===== src/rtl/usb_pkg.sv =====
// -----------------------------------------------------------------------------
// usb_pkg
// Shared USB definitions for the token/handshake receive and transmit paths:
//   - the 4-bit PID codes (PRE and ERR share a code)
//   - pid_class(): token / handshake / data / invalid classification
//   - CRC5 polynomial, initial value and a single-bit step function
//   - receiver state enum
// -----------------------------------------------------------------------------
package usb_pkg;

    // Token PIDs
    localparam logic [3:0] PID_OUT   = 4'b0001;
    localparam logic [3:0] PID_IN    = 4'b1001;
    localparam logic [3:0] PID_SOF   = 4'b0101;
    localparam logic [3:0] PID_SETUP = 4'b1101;
    // Handshake PIDs
    localparam logic [3:0] PID_ACK   = 4'b0010;
    localparam logic [3:0] PID_NAK   = 4'b1010;
    localparam logic [3:0] PID_STALL = 4'b1110;
    localparam logic [3:0] PID_NYET  = 4'b0110;
    // Data PIDs
    localparam logic [3:0] PID_DATA0 = 4'b0011;
    localparam logic [3:0] PID_DATA1 = 4'b1011;
    localparam logic [3:0] PID_DATA2 = 4'b0111;
    localparam logic [3:0] PID_MDATA = 4'b1111;
    // Special / reserved PIDs, not accepted by this receiver
    localparam logic [3:0] PID_PRE   = 4'b1100;
    localparam logic [3:0] PID_ERR   = 4'b1100;
    localparam logic [3:0] PID_SPLIT = 4'b1000;
    localparam logic [3:0] PID_PING  = 4'b0100;
    localparam logic [3:0] PID_RSVD  = 4'b0000;

    // CRC5: x^5 + x^2 + 1
    localparam logic [4:0] CRC5_POLY = 5'b00101;
    localparam logic [4:0] CRC5_INIT = 5'b11111;

    typedef enum logic [1:0] {
        PID_CLS_INVALID,
        PID_CLS_TOKEN,
        PID_CLS_HANDSHAKE,
        PID_CLS_DATA
    } pid_class_e;

    typedef enum logic [2:0] {
        ST_IDLE,
        ST_TOK1,
        ST_TOK2,
        ST_DISCARD,
        ST_OUT
    } rx_state_e;

    function automatic pid_class_e pid_class(input logic [3:0] pid);
        pid_class_e cls;
        case (pid)
            PID_OUT, PID_IN, PID_SOF, PID_SETUP:       cls = PID_CLS_TOKEN;
            PID_ACK, PID_NAK, PID_STALL, PID_NYET:     cls = PID_CLS_HANDSHAKE;
            PID_DATA0, PID_DATA1, PID_DATA2, PID_MDATA: cls = PID_CLS_DATA;
            default:                                   cls = PID_CLS_INVALID;
        endcase
        return cls;
    endfunction

    // One serial CRC5 step; the bit enters the register MSB side.
    function automatic logic [4:0] crc5_step(input logic [4:0] r, input logic b);
        logic fb;
        fb = b ^ r[4];
        return {r[3:0], 1'b0} ^ (fb ? CRC5_POLY : 5'b00000);
    endfunction

endpackage


===== src/rtl/crc5_calc.sv =====
// -----------------------------------------------------------------------------
// crc5_calc
// Combinational CRC5 over an 11-bit token field (7-bit address + 4-bit
// endpoint), starting from CRC5_INIT. Returns the raw register; the value sent
// on the wire is its complement.
//   din [10:0] : field bits, din[0] is the first bit on the wire
//   crc [4:0]  : CRC5 register after all 11 bits
// -----------------------------------------------------------------------------
module crc5_calc
    import usb_pkg::*;
(
    input  logic [10:0] din,
    output logic [4:0]  crc
);

    logic [4:0] acc;

    always_comb begin
        acc = CRC5_INIT;
        for (int i = 0; i < 11; i++) begin
            acc = crc5_step(acc, din[i]);
        end
        crc = acc;
    end

endmodule


===== src/rtl/crc5_r.sv =====
// -----------------------------------------------------------------------------
// crc5_r
// USB token/handshake packet receiver. Takes the byte stream from the receive
// control block, validates the PID, reports every valid PID to link control,
// recovers addr/endp of token packets, checks their CRC5 and presents the
// token to the link layer with a valid/ready handshake.
//   clk, rst              : clock, synchronous active-high reset
//   rx_from_*             : input byte stream (sop/eop/valid/ready/data)
//   rx_con_pid_en/pid     : one-cycle PID report to link control
//   rx_pid/addr/endp      : received token fields
//   rx_valid / rx_ready   : token handshake to the link layer
//   rx_err                : one-cycle pulse on PID, CRC or length error
// -----------------------------------------------------------------------------
module crc5_r
    import usb_pkg::*;
#(
    parameter bit CHK_PID_CMP = 1'b1
) (
    input  logic       clk,
    input  logic       rst,
    input  logic       rx_from_sop,
    input  logic       rx_from_eop,
    input  logic       rx_from_valid,
    output logic       rx_from_ready,
    input  logic [7:0] rx_from_data,
    output logic       rx_con_pid_en,
    output logic [3:0] rx_con_pid,
    output logic [3:0] rx_pid,
    output logic [6:0] rx_addr,
    output logic [3:0] rx_endp,
    output logic       rx_valid,
    input  logic       rx_ready,
    output logic       rx_err
);

    rx_state_e  state_q, state_d;
    logic [3:0] tok_pid_q, tok_pid_d;
    logic [7:0] byte1_q, byte1_d;
    logic [3:0] rx_pid_q, rx_pid_d;
    logic [6:0] rx_addr_q, rx_addr_d;
    logic [3:0] rx_endp_q, rx_endp_d;
    logic       rx_valid_q, rx_valid_d;
    logic       rx_err_q, rx_err_d;
    logic       con_pid_en_q, con_pid_en_d;
    logic [3:0] con_pid_q, con_pid_d;

    logic       xfer;
    logic       start_pkt;
    logic [3:0] pid_in;
    logic       cmp_ok;
    pid_class_e cls;
    logic [4:0] crc_reg;
    logic [4:0] crc_rx;
    logic       crc_ok;

    assign rx_from_ready = (state_q != ST_OUT);
    assign xfer          = rx_from_valid & rx_from_ready;

    // A sop byte starts a new packet both from IDLE and from DISCARD.
    assign start_pkt = xfer & rx_from_sop &
                       ((state_q == ST_IDLE) || (state_q == ST_DISCARD));

    assign pid_in = rx_from_data[3:0];
    assign cmp_ok = !CHK_PID_CMP || (rx_from_data[7:4] == ~rx_from_data[3:0]);
    assign cls    = pid_class(pid_in);

    // Byte1 is held so the whole 11-bit field is hashed in the byte2 cycle.
    crc5_calc u_crc5_calc (
        .din ({rx_from_data[2:0], byte1_q}),
        .crc (crc_reg)
    );

    // First CRC bit on the wire (data[3]) is the CRC MSB.
    assign crc_rx = {rx_from_data[3], rx_from_data[4], rx_from_data[5],
                     rx_from_data[6], rx_from_data[7]};
    assign crc_ok = (crc_rx == ~crc_reg);

    always_comb begin
        state_d      = state_q;
        tok_pid_d    = tok_pid_q;
        byte1_d      = byte1_q;
        rx_pid_d     = rx_pid_q;
        rx_addr_d    = rx_addr_q;
        rx_endp_d    = rx_endp_q;
        rx_valid_d   = rx_valid_q;
        rx_err_d     = 1'b0;
        con_pid_en_d = 1'b0;
        con_pid_d    = con_pid_q;

        case (state_q)
            ST_TOK1: begin
                if (xfer) begin
                    byte1_d = rx_from_data;
                    if (rx_from_eop) begin
                        rx_err_d = 1'b1;
                        state_d  = ST_IDLE;
                    end else begin
                        state_d  = ST_TOK2;
                    end
                end
            end
            ST_TOK2: begin
                if (xfer) begin
                    if (rx_from_eop && crc_ok) begin
                        rx_pid_d   = tok_pid_q;
                        rx_addr_d  = byte1_q[6:0];
                        rx_endp_d  = {rx_from_data[2:0], byte1_q[7]};
                        rx_valid_d = 1'b1;
                        state_d    = ST_OUT;
                    end else if (rx_from_eop) begin
                        rx_err_d = 1'b1;
                        state_d  = ST_IDLE;
                    end else begin
                        rx_err_d = 1'b1;
                        state_d  = ST_DISCARD;
                    end
                end
            end
            ST_DISCARD: begin
                if (xfer && !rx_from_sop && rx_from_eop) begin
                    state_d = ST_IDLE;
                end
            end
            ST_OUT: begin
                if (rx_valid_q && rx_ready) begin
                    rx_valid_d = 1'b0;
                    state_d    = ST_IDLE;
                end
            end
            default: ;
        endcase

        // PID byte handling, shared by IDLE and sop-in-DISCARD.
        if (start_pkt) begin
            if ((cls == PID_CLS_INVALID) || !cmp_ok) begin
                rx_err_d = 1'b1;
                state_d  = rx_from_eop ? ST_IDLE : ST_DISCARD;
            end else begin
                con_pid_en_d = 1'b1;
                con_pid_d    = pid_in;
                case (cls)
                    PID_CLS_TOKEN: begin
                        if (rx_from_eop) begin
                            rx_err_d = 1'b1;
                            state_d  = ST_IDLE;
                        end else begin
                            tok_pid_d = pid_in;
                            state_d   = ST_TOK1;
                        end
                    end
                    PID_CLS_HANDSHAKE: begin
                        if (rx_from_eop) begin
                            state_d = ST_IDLE;
                        end else begin
                            rx_err_d = 1'b1;
                            state_d  = ST_DISCARD;
                        end
                    end
                    default: begin
                        // Data payload is owned by the CRC16 receiver.
                        state_d = rx_from_eop ? ST_IDLE : ST_DISCARD;
                    end
                endcase
            end
        end
    end

    always_ff @(posedge clk) begin
        if (rst) begin
            state_q      <= ST_IDLE;
            tok_pid_q    <= 4'd0;
            byte1_q      <= 8'd0;
            rx_pid_q     <= 4'd0;
            rx_addr_q    <= 7'd0;
            rx_endp_q    <= 4'd0;
            rx_valid_q   <= 1'b0;
            rx_err_q     <= 1'b0;
            con_pid_en_q <= 1'b0;
            con_pid_q    <= 4'd0;
        end else begin
            state_q      <= state_d;
            tok_pid_q    <= tok_pid_d;
            byte1_q      <= byte1_d;
            rx_pid_q     <= rx_pid_d;
            rx_addr_q    <= rx_addr_d;
            rx_endp_q    <= rx_endp_d;
            rx_valid_q   <= rx_valid_d;
            rx_err_q     <= rx_err_d;
            con_pid_en_q <= con_pid_en_d;
            con_pid_q    <= con_pid_d;
        end
    end

    assign rx_con_pid_en = con_pid_en_q;
    assign rx_con_pid    = con_pid_q;
    assign rx_pid        = rx_pid_q;
    assign rx_addr       = rx_addr_q;
    assign rx_endp       = rx_endp_q;
    assign rx_valid      = rx_valid_q;
    assign rx_err        = rx_err_q;

endmodule

===== config.mk =====
export PLATFORM = sky130hd
export DESIGN_NAME = crc5_r
export DESIGN_NICKNAME = d
export VERILOG_FILES = /design/src/rtl/usb_pkg.sv /design/src/rtl/crc5_calc.sv /design/src/rtl/crc5_r.sv
export SDC_FILE = /design/constraint.sdc
export NUM_CORES = 1
export LEC_CHECK = 0
export ABC_CLOCK_PERIOD_IN_PS = 4200
export CAP_MARGIN = 20
export CORE_MARGIN = 2
export CORE_UTILIZATION = 55
export CTS_CLUSTER_SIZE = 28
export DETAILED_ROUTE_END_ITERATION = 6
export PLACE_DENSITY = 0.91
export RECOVER_POWER = 25
export SYNTH_ARGS = -nofsm -noshare
export SYNTH_HDL_FRONTEND = slang
export SYNTH_SLANG_ARGS = --single-unit

===== constraint.sdc =====
create_clock -name clk -period 4.2 [get_ports clk]
set_input_delay 0.63 -clock clk [delete_from_list [all_inputs] [get_ports clk]]
set_output_delay 0.63 -clock clk [all_outputs]
set_load 0.03 [all_outputs]

==> flow_metrics.env, run 1 <==
export IMPL_status="finished clean"
export IMPL_p_clk_share_pct=35.9
export IMPL_top_layer="met4"
export IMPL_drive_gt1_share_pct=7.17
export IMPL_grt_pass1_wl_mm=6.89
export IMPL_drt_met1_wl_mm=1.82
export IMPL_coreArea_mm2=0.00336
export IMPL_setup_viol=0
export IMPL_multi_input_area_mm2=0.00111
export IMPL_critPathMaxFanout=10
export IMPL_fillCellCount=285
export IMPL_place_area_mm2=0.00231
export IMPL_drtIter0Drc=69
export IMPL_ff2ff_setup_slack_ps=1480
export IMPL_min_to="rx_endp[3]"
export IMPL_drcViolationCount=0
export IMPL_intPower_uw=543
export IMPL_swShare_pct=24.3
export IMPL_wl_met2_mm=1.97
export IMPL_clock_latency_ps=340
export IMPL_pwr_share_comb_pct=13.8
export IMPL_post_drt_wl_per_cell_um=14.5
export IMPL_ff_latch_area_um2=741
export IMPL_fin_crit_ps=3260
export IMPL_end_kind="flop"
export IMPL_yosysUniqueCellTypes=37
export IMPL_hp_start="rx_endp[3]"
export IMPL_gp_congestion=0.890
export IMPL_r2r_start="byte1_q[5]"
export IMPL_hold_violations=0
export IMPL_synthToLayoutAreaGrowth_pct=23.9
export IMPL_fin_crit_sh_pct=77.5
export IMPL_hp_class="flop to flop"
export IMPL_cts_sinks=37
export IMPL_row_count=21
export IMPL_nets=253
export IMPL_die_y_um=63.3
export IMPL_grt_max_degree=34
export IMPL_p_leak_nw=0.942
export IMPL_synthesis_nets=220
export IMPL_synthCells=203
export IMPL_num_antenna_cells=0
export IMPL_r2r_cells=6
export IMPL_maxCapViolCount=0
export IMPL_fin_tns_setup_ps=0
export IMPL_fmax_ghz=0.307
export IMPL_routed_wl_met3_um=230
export IMPL_rsz0062_at_grt="no"
export IMPL_syn_area_mm2=0.00193
export IMPL_p_per_area_mw_per_mm2=300
export IMPL_antenna_found_initial=0
export IMPL_cts_setup_buffers=0
export IMPL_htreeDepth=2
export IMPL_clock_path_buffers=2
export IMPL_ctsHoldBuffers=0
export IMPL_ys_warn_count=0
export IMPL_via_count=1557
export IMPL_grt_overflow=0
export IMPL_slew_headroom_pct=36.7
export IMPL_crit_type="primary input to flop"
export IMPL_drv_slew=0
export IMPL_vdd_drop_max_v=0.000183
export IMPL_ant_nets=0
export IMPL_root_buffer="clkbuf_4"
export IMPL_synth_seq_cells=37
export IMPL_pin_count=37
export IMPL_cts_tree="done"
export IMPL_port_buffers=36
export IMPL_start_kind="primary input"
export IMPL_grt_use_total_pct=22.0
export IMPL_arrival_ps=3530
export IMPL_syn_avg_cell_area_um2=9.52
export IMPL_p_total_uw=718
export IMPL_drt_wl_total_mm=4.11
export IMPL_cp_required_ps=4470
export IMPL_dr_pass1_iters=4
export IMPL_hpwl_mm=2.94
export IMPL_r2r_end="rx_pid[0]"
export IMPL_die_area_mm2=0.00400
export IMPL_fin_skew_ps=7.89
export IMPL_grt_pass1_vias=1479
export IMPL_cts_buffers=5
export IMPL_clk_pin_slew_worst_paths_ps=100
export IMPL_design_area_mm2=0.00240
export IMPL_start_util_pct=57.5
export IMPL_drt_vias_per_instance=5.50
export IMPL_tightestPinTransition_ps=948
export IMPL_p_sw_uw=174
export IMPL_die_w_um=63.3
export IMPL_yosysSeqAreaShare_pct=38.3
export IMPL_hold_depth=2
export IMPL_cts_resized=0
export IMPL_p_seq_share_pct=50.3
==> state kept, by name, indices dropped and copies added, names as in the netlist <==
signal         count
tok_pid_q          4
byte1_q            8
state_q            3
rx_pid             4
rx_addr            7
rx_con_pid_en      1
rx_endp            4
rx_con_pid         4
rx_valid           1
rx_err             1
==> per-stage QoR <==
stage	utilization [%]	setup slack [ps]	instances	hold WS, ps
after global placement	68.7	701	275	446
after floorplan	-	1410	203	438
after detailed placement	68.7	610	275	450
after global routing	71.2	793	283	477
after CTS	71.2	952	283	468
final	71.2	944	283	464
==> critical path, stage by stage <==
cell             delay (ps)
clkdlybuf4s50_1         570
xnor2_1                 360
xor3_1                  410
or3_4                   410
a2111oi_4               610
buf_4                   330
mux2i_1                 200
==> worst max-delay path by stage <==
| stage | startpoint | to | cells after the start |
|---|---|---|---|
| floorplan | rx_from_data[0] | rx_addr[0] | 7 |
| global placement | rx_from_data[0] | rx_endp[1] | 7 |
| detailed placement | rx_from_data[0] | rx_pid[0] | 7 |
| CTS | rx_from_data[0] | rx_pid[0] | 7 |
| global route | rx_from_data[0] | rx_pid[2] | 7 |
| finish | rx_from_data[0] | rx_pid[0] | 7 |
==> cell usage in the layout (no fill, tap or decap), types with 5 or more instances in the layout <==
master,n
clkbuf_4,5
xnor2_1,11
dlygate4sd3_1,15
nor2_1,19
nand3_1,6
dfxtp_1,37
clkdlybuf4s50_1,21
a21oi_1,6
nand2_1,34
mux2i_1,32
xnor3_1,5
==> metal layers <==
metal,track usage [%],up-vias
met5,0,-
met4,10.1,0
met3,5.36,10
met2,35.4,53
met1,27.8,744
li1,-,750
==> logic make-up after synthesis <==
group	count (synthesis)	share of synthesized area, %
AND/OR/NAND/NOR	76	18.5
flip-flops	37	38.3
multiplexers	33	17.2
XOR/XNOR	20	13.4
AO/OA/AOI/OAI	17	6.67
buffers and inverters	17	4.01
adder cells (fa/ha/maj)	3	1.94
==> Yosys cell counts <==
library cell / count / share of area (%)
ha_1: 3 / 1.9
dfxtp_1: 37 / 38
nor3b_1: 1 / 0.39
a2111oi_4: 1 / 1.4
xnor3_1: 5 / 5.8
mux2_2: 1 / 0.58
o21ai_0: 4 / 1.0
a21o_1: 1 / 0.39
o21a_1: 1 / 0.39
nor2b_1: 2 / 0.65
or4_1: 1 / 0.39
xnor2_1: 11 / 5.0
a211oi_1: 1 / 0.39
nor4b_1: 1 / 0.45
nand3_1: 6 / 1.6
buf_2: 2 / 0.52
or4b_2: 1 / 0.52
inv_1: 4 / 0.78
xor2_1: 3 / 1.4
o221a_2: 1 / 0.58
or3b_2: 1 / 0.45
o21bai_1: 1 / 0.39
a32o_1: 1 / 0.52
a21oi_1: 6 / 1.6
or3_4: 2 / 1.2
and3b_1: 1 / 0.45
mux2i_1: 32 / 17
xor3_1: 1 / 1.2
clkbuf_1: 9 / 1.7
nand2_1: 34 / 6.6
nand4b_1: 1 / 0.45
nand3b_1: 1 / 0.39
nor3_1: 4 / 1.0
buf_4: 1 / 0.39
buf_6: 1 / 0.58
nor2_1: 19 / 3.7
and2_1: 1 / 0.32
==> area by class of cell <==
type	instances	area share (%)
clock inverters	1	1.25
flip-flops and latches	37	30.9
multi-input cells	149	46.5
inverters	4	0.627
repair buffers	39	16.0
clock buffers	7	2.30
well taps	46	2.40
==> power by group through the flow <==
stage / sequential (mW) / combinational [mW] / clock (mW)
after floorplan: 0.367 / 0.0685 / 0
after global placement: 0.369 / 0.0934 / 0
after detailed placement: 0.369 / 0.0971 / 0
after CTS: 0.361 / 0.0980 / 0.263
after global routing: 0.362 / 0.106 / 0.282
final: 0.361 / 0.0989 / 0.258
Note: power is estimated with default switching activity, not from simulation.
==> run 2, diff against run 1 <==
--- a/config.mk
+++ b/config.mk
@@ -5,13 +5,13 @@
 export SDC_FILE = /design/constraint.sdc
 export NUM_CORES = 1
 export LEC_CHECK = 0
-export ABC_CLOCK_PERIOD_IN_PS = 4200
+export ABC_CLOCK_PERIOD_IN_PS = 2700
 export CAP_MARGIN = 20
 export CORE_MARGIN = 2
-export CORE_UTILIZATION = 55
+export CORE_UTILIZATION = 46
 export CTS_CLUSTER_SIZE = 28
 export DETAILED_ROUTE_END_ITERATION = 6
-export PLACE_DENSITY = 0.91
+export PLACE_DENSITY = 0.82
 export RECOVER_POWER = 25
 export SYNTH_ARGS = -nofsm -noshare
 export SYNTH_HDL_FRONTEND = slang
==> constraint.sdc (replaced) <==
create_clock -name clk -period 2.7 [get_ports clk]
set_input_delay 0.405 -clock clk [delete_from_list [all_inputs] [get_ports clk]]
set_output_delay 0.405 -clock clk [all_outputs]
set_load 0.03 [all_outputs]
==> run 2 against run 1 <==
  * Via count down 0.90%
  * Non-clock buffer count up 9
  * First-iteration DRC count up 75%
  * Clock skew up 3.0 ps
  * Register-to-register slack worse by 1100 ps
  * Clock power up 50%
  * Critical path depth unchanged
  * Worst hold slack worse by 13 ps
  * Combinational power up 70%
  * Cell area up 3.6%
  * Clock-buffer cell count unchanged
  * Wire length up 3.2%
  * Critical endpoint is now rx_addr[6]
==> flow_metrics.env, run 2 (same netlist as run 1, synthesis figures left out) <==
export IMPL_placed_cells_incl_taps=288
export IMPL_coreArea_mm2=0.00403
export IMPL_hp_class="flop to flop"
export IMPL_cts_setup_buffers=0
export IMPL_ant_nets=0
export IMPL_largest_reg_flops=8
export IMPL_synthToLayoutAreaGrowth_pct=28.4
export IMPL_critPathMaxFanout=16
export IMPL_gp_congestion=0.895
export IMPL_p_leak_nw=0.990
export IMPL_r2r_cells=6
export IMPL_start_util_pct=48.0
export IMPL_cp_required_ps=2910
export IMPL_final_cell_mix="dfxtp_1, nand2_1, mux2i_1"
export IMPL_drt_vias_per_instance=5.23
export IMPL_vdd_drop_max_v=0.000350
export IMPL_min_to="rx_pid[3]"
export IMPL_drcViolationCount=0
export IMPL_post_drt_wl_per_cell_um=14.4
export IMPL_fin_skew_ps=10.9
export IMPL_ff_latch_area_um2=741
export IMPL_hp_start="tok_pid_q[3]"
export IMPL_r2r_end="rx_addr[6]"
export IMPL_num_antenna_cells=0
export IMPL_cts_tree="done"
export IMPL_end_kind="flop"
export IMPL_r2r_start="byte1_q[1]"
export IMPL_antenna_found_initial=0
export IMPL_drt_wl_total_mm=4.24
export IMPL_root_buffer="clkbuf_8"
export IMPL_nets=262
export IMPL_arrival_ps=2680
export IMPL_grt_max_degree=28
export IMPL_port_buffers=36
export IMPL_hold_depth=2
export IMPL_grt_use_total_pct=20.6
export IMPL_grt_overflow=0
export IMPL_status="finished clean"
export IMPL_cts_buffers=5
export IMPL_row_count=23
export IMPL_hpwl_mm=3.15
export IMPL_via_count=1543
export IMPL_final_cells=295
export IMPL_fin_crit_sh_pct=91.4
export IMPL_design_area_mm2=0.00248
export IMPL_hold_violations=0
export IMPL_ctsHoldBuffers=0
export IMPL_crit_type="primary input to flop"
export IMPL_die_w_um=68.8
export IMPL_drtIter0Drc=121
export IMPL_slew_headroom_pct=65.7
export IMPL_htreeDepth=2
export IMPL_setup_viol=0
export IMPL_grt_pass1_wl_mm=7.07
export IMPL_clock_path_buffers=2
export IMPL_tightestPinTransition_ps=515
export IMPL_drv_slew=0
export IMPL_p_per_area_mw_per_mm2=448
export IMPL_fillCellCount=351
export IMPL_dr_pass1_iters=4
export IMPL_drive_gt1_share_pct=10.2
export IMPL_die_area_mm2=0.00474
export IMPL_fin_crit_ps=2470
export IMPL_maxCapViolCount=0
export IMPL_place_area_mm2=0.00240
export IMPL_fin_tns_setup_ps=0
export IMPL_cts_sinks=37
export IMPL_grt_pass1_vias=1478
export IMPL_die_y_um=68.8
export IMPL_multi_input_area_mm2=0.00111
export IMPL_clock_latency_ps=290
export IMPL_start_kind="primary input"
export IMPL_rsz0062_at_grt="no"
export IMPL_mostFrequentLayoutCell="dfxtp_1"
export IMPL_regMostFlops="byte1_q"
export IMPL_clk_pin_slew_worst_paths_ps=80
export IMPL_pin_count=37
export IMPL_ff2ff_setup_slack_ps=360
export IMPL_cts_resized=0
export IMPL_fmax_ghz=0.405
[run 2: cell count changes in the layout (fill, tap and decap cells not counted), sizes merged]
| cell | previous run | this run |
|---|---|---|
| buf | 3 | 12 |
| bufinv | 1 | 0 |
[run 2: how the worst max path moves through the flow]
| stage | from | slack [ps] | endpoint |
|---|---|---|---|
| final | rx_from_data[6] | 230 | rx_addr[6] |
| after global routing | rx_from_data[0] | 80 | rx_addr[6] |
| after CTS | rx_from_data[0] | 220 | rx_addr[6] |
| after detailed placement | rx_from_data[0] | -50 | rx_addr[6] |
| after global placement | rx_from_data[0] | 40 | rx_pid[3] |
| after floorplan | rx_from_data[0] | 140 | rx_addr[0] |
[run 2: report_power, final]
part           total, mW  switching (mW)  internal [mW]
Combinational      0.168          0.0861         0.0820
Clock              0.388           0.185          0.203
Sequential         0.557         0.00546          0.552
Total               1.11           0.277          0.836
[run 2: area by class of cell]
class                   count  area share (%)
repair buffers             48            18.6
clock buffers               7            3.48
multi-input cells         149            44.9
flip-flops and latches     37            29.8
well taps                  50            2.52
inverters                   4           0.605
[run 2: through the flow]
stage	util, %	power (mW)	hold slack, ps	setup WS [ps]
after floorplan	-	0.677	438	136
after global placement	59.5	0.732	444	38.2
after detailed placement	59.5	0.737	448	-52.5
after CTS	61.6	1.12	457	223
after global routing	61.6	1.17	474	80.3
final	61.6	1.11	451	231
[run 2: worst max-delay path, stage by stage]
cell and delay, ps:
clkdlybuf4s50_1 610, xnor3_1 280, xnor2_1 150, or3_4 410, a2111oi_4 390, buf_12 210, mux2i_1 210
[run 2: layer usage]
layer	global-route usage [%]	routed length, µm	up-vias
li1	-	-	774
met1	26.7	1890	717
met2	34.9	2080	45
met3	3.90	217	7
met4	5.88	45	0
met5	0	0	-
==> run 3, diff against run 2 <==
--- a/config.mk
+++ b/config.mk
@@ -15,4 +15,5 @@
 export RECOVER_POWER = 25
 export SYNTH_ARGS = -nofsm -noshare
 export SYNTH_HDL_FRONTEND = slang
+export SYNTH_HIERARCHICAL = 1
 export SYNTH_SLANG_ARGS = --single-unit
==> run 3 against run 2 <==
  * Synthesized cell count decreased by 0.49%
  * Maximum frequency increased by 1.1%
  * Wire length increased by 4.6%
  * Non-clock buffer count unchanged
  * Worst hold slack improved by 4.5 ps
  * Synthesized area increased by 0.97%
  * Setup slack improved by 27 ps
  * Cell area increased by 0.76%
  * Critical path type unchanged
  * Critical endpoint is now rx_endp[0]
  * Largest power group unchanged
==> flow_metrics.env, run 3 <==
export IMPL_status="finished clean"
export IMPL_num_antenna_cells=0
export IMPL_synth_commonest_cells="dfxtp_1, mux2i_1, nand2b_1"
export IMPL_cp_slowest_stage_delay_ps=490
export IMPL_p_clk_share_pct=36.2
export IMPL_synthCells=202
export IMPL_cp_required_ps=2930
export IMPL_fin_tns_setup_ps=0
export IMPL_hold_violations=0
export IMPL_drv_slew=0
export IMPL_root_buffer="clkbuf_8"
export IMPL_cts_resized=0
export IMPL_grt_overflow=0
export IMPL_clock_path_buffers=2
export IMPL_via_count=1600
export IMPL_synthesis_nets=219
export IMPL_yosysTopAreaCellShare_pct=37.9
export IMPL_pwr_share_comb_pct=13.8
export IMPL_fin_crit_sh_pct=90.4
export IMPL_syn_avg_cell_area_um2=9.66
export IMPL_vdd_drop_max_v=0.000282
export IMPL_yosysUniqueCellTypes=39
export IMPL_cts_tree="done"
export IMPL_final_cell_mix="dfxtp_1, clkdlybuf4s50_1, mux2i_1"
export IMPL_cts_buffers=5
export IMPL_start_kind="primary input"
export IMPL_crit_slowest_cell="clkdlybuf4s50_1"
export IMPL_antenna_found_initial=0
export IMPL_yosys_top_cells_area="dfxtp_1, mux2i_1, nand2b_1, xnor2_1, xor2_1"
export IMPL_fmax_ghz=0.409
export IMPL_p_leak_nw=0.916
export IMPL_drt_vias_per_instance=5.39
export IMPL_syn_area_mm2=0.00195
export IMPL_cts_setup_buffers=0
export IMPL_p_sw_uw=306
export IMPL_die_area_mm2=0.00478
export IMPL_ctsHoldBuffers=0
export IMPL_ys_warn_count=6
export IMPL_mostFrequentLayoutCell="dfxtp_1"
export IMPL_fin_crit_ps=2440
export IMPL_drt_wl_total_mm=4.43
export IMPL_yosysSeqAreaShare_pct=37.9
export IMPL_clock_latency_ps=310
export IMPL_grt_pass1_vias=1490
export IMPL_synthFlopType="dfxtp_1"
export IMPL_ant_nets=0
export IMPL_critPathMaxFanout=17
export IMPL_regMostFlops="byte1_q"
export IMPL_nets=263
export IMPL_htreeDepth=2
export IMPL_largest_reg_flops=8
export IMPL_yosysTopAreaCell="dfxtp_1"
export IMPL_p_per_area_mw_per_mm2=445
export IMPL_start_util_pct=48.4
export IMPL_swShare_pct=27.5
export IMPL_drive_gt1_share_pct=10.9
export IMPL_async_reset_ff_share_pct=0
export IMPL_cts_sinks=37
export IMPL_yosysMostFrequentCell="dfxtp_1"
export IMPL_gp_congestion=0.946
export IMPL_fin_skew_ps=9.40
export IMPL_grt_pass1_wl_mm=7.35
export IMPL_hp_class="flop to flop"
export IMPL_clk_pin_slew_worst_paths_ps=80
export IMPL_grt_max_degree=18
export IMPL_hold_ws_ps=456
export IMPL_drcViolationCount=0
export IMPL_post_drt_wl_per_cell_um=14.9
export IMPL_pin_count=37
export IMPL_arrival_ps=2670
export IMPL_setup_viol=0
export IMPL_dr_pass1_iters=4
export IMPL_die_w_um=69.1
export IMPL_fin_util_pct=62.1
export IMPL_rsz0062_at_grt="no"
export IMPL_maxCapViolCount=0
export IMPL_row_count=23
export IMPL_coreArea_mm2=0.00403
export IMPL_intPower_uw=806
export IMPL_hpwl_mm=3.27
export IMPL_drtIter0Drc=120
export IMPL_synth_seq_cells=37
export IMPL_die_y_um=69.1
export IMPL_p_seq_share_pct=50.0
export IMPL_end_kind="flop"
export IMPL_place_area_mm2=0.00241
export IMPL_crit_chain="clkdlybuf4s50_1 -> xnor3_1 -> xor2_1 -> xnor2_1 -> or4_4 -> nor3_4 -> buf_12 -> mux2i_1"
export IMPL_tightestPinTransition_ps=604
export IMPL_slew_headroom_pct=59.7
export IMPL_port_buffers=36
export IMPL_grt_use_total_pct=19.7
export IMPL_synthToLayoutAreaGrowth_pct=28.1
export IMPL_synth_edf_count=0
export IMPL_crit_type="primary input to flop"
export IMPL_design_area_mm2=0.00250
run 3: cells by family (layout without fill, tap and decap cells):
| family | count (synthesis) | after routing | share of synthesized area [%] |
|---|---|---|---|
| adders and majority gates | 3 | 3 | 1.92 |
| and+or+nand+nor | 72 | 72 | 21.2 |
| xor gates and xnor gates | 26 | 26 | 13.5 |
| muxes | 28 | 28 | 14.4 |
| buffers and inverters | 15 | 60 | 4.04 |
| AOI/OAI and AO/OA | 21 | 21 | 7.05 |
| DFF | 37 | 37 | 37.9 |
run 3: layout make-up:
cell class	count	area, µm²
Clock buffer	5	68.8
Tap cell	50	62.6
Sequential cell	37	741
Inverter	4	15.0
Multi-Input combinational cell	150	1130
Timing Repair Buffer	48	459
Fill cell	334	1530
Clock inverter	3	22.5
run 3: power by group through the flow:
stage               Sequential (mW)  Clock (mW)  Combinational (mW)
CTS                           0.556       0.412               0.153
global route                  0.557       0.444               0.164
floorplan                     0.569           0              0.0909
global placement              0.569           0               0.147
finish                        0.556       0.402               0.154
detailed placement            0.569           0               0.152
run 3: worst max-delay path: cells and delay by family:
family / cells / cell delay [ps]
xor+xnor: 3 / 770
buf+inv: 2 / 680
simple gates: 2 / 600
mux: 1 / 190
run 3: per-stage QoR:
stage          instances  power [mW]  setup WS (ps)
2_1_floorplan        202       0.660            205
3_3_place_gp         289       0.715           27.8
3_5_place_dp         289       0.721          -60.2
4_1_cts              297        1.12            252
5_1_grt              297        1.17            176
6_report             297        1.11            258
run 3: routing by layer:
metal	up-vias	track usage, %	part of all wire, %
li1	781	-	-
met1	763	24.7	44
met2	43	29.7	47
met3	13	6.73	6.0
met4	0	10.2	2.9
met5	-	0	0
run 3: final timing paths:
| kind | startpoint | to | slack (ps) | cells after the start |
|---|---|---|---|---|
| worst min-delay path | rx_pid[3] | rx_pid[3] | 460 | 2 |
| worst max register to register | byte1_q[2] | rx_endp[0] | 290 | 8 |
| worst max-delay path | rx_from_data[2] | rx_endp[0] | 260 | 8 |
| worst min register to register | rx_pid[3] | rx_pid[3] | 460 | 2 |
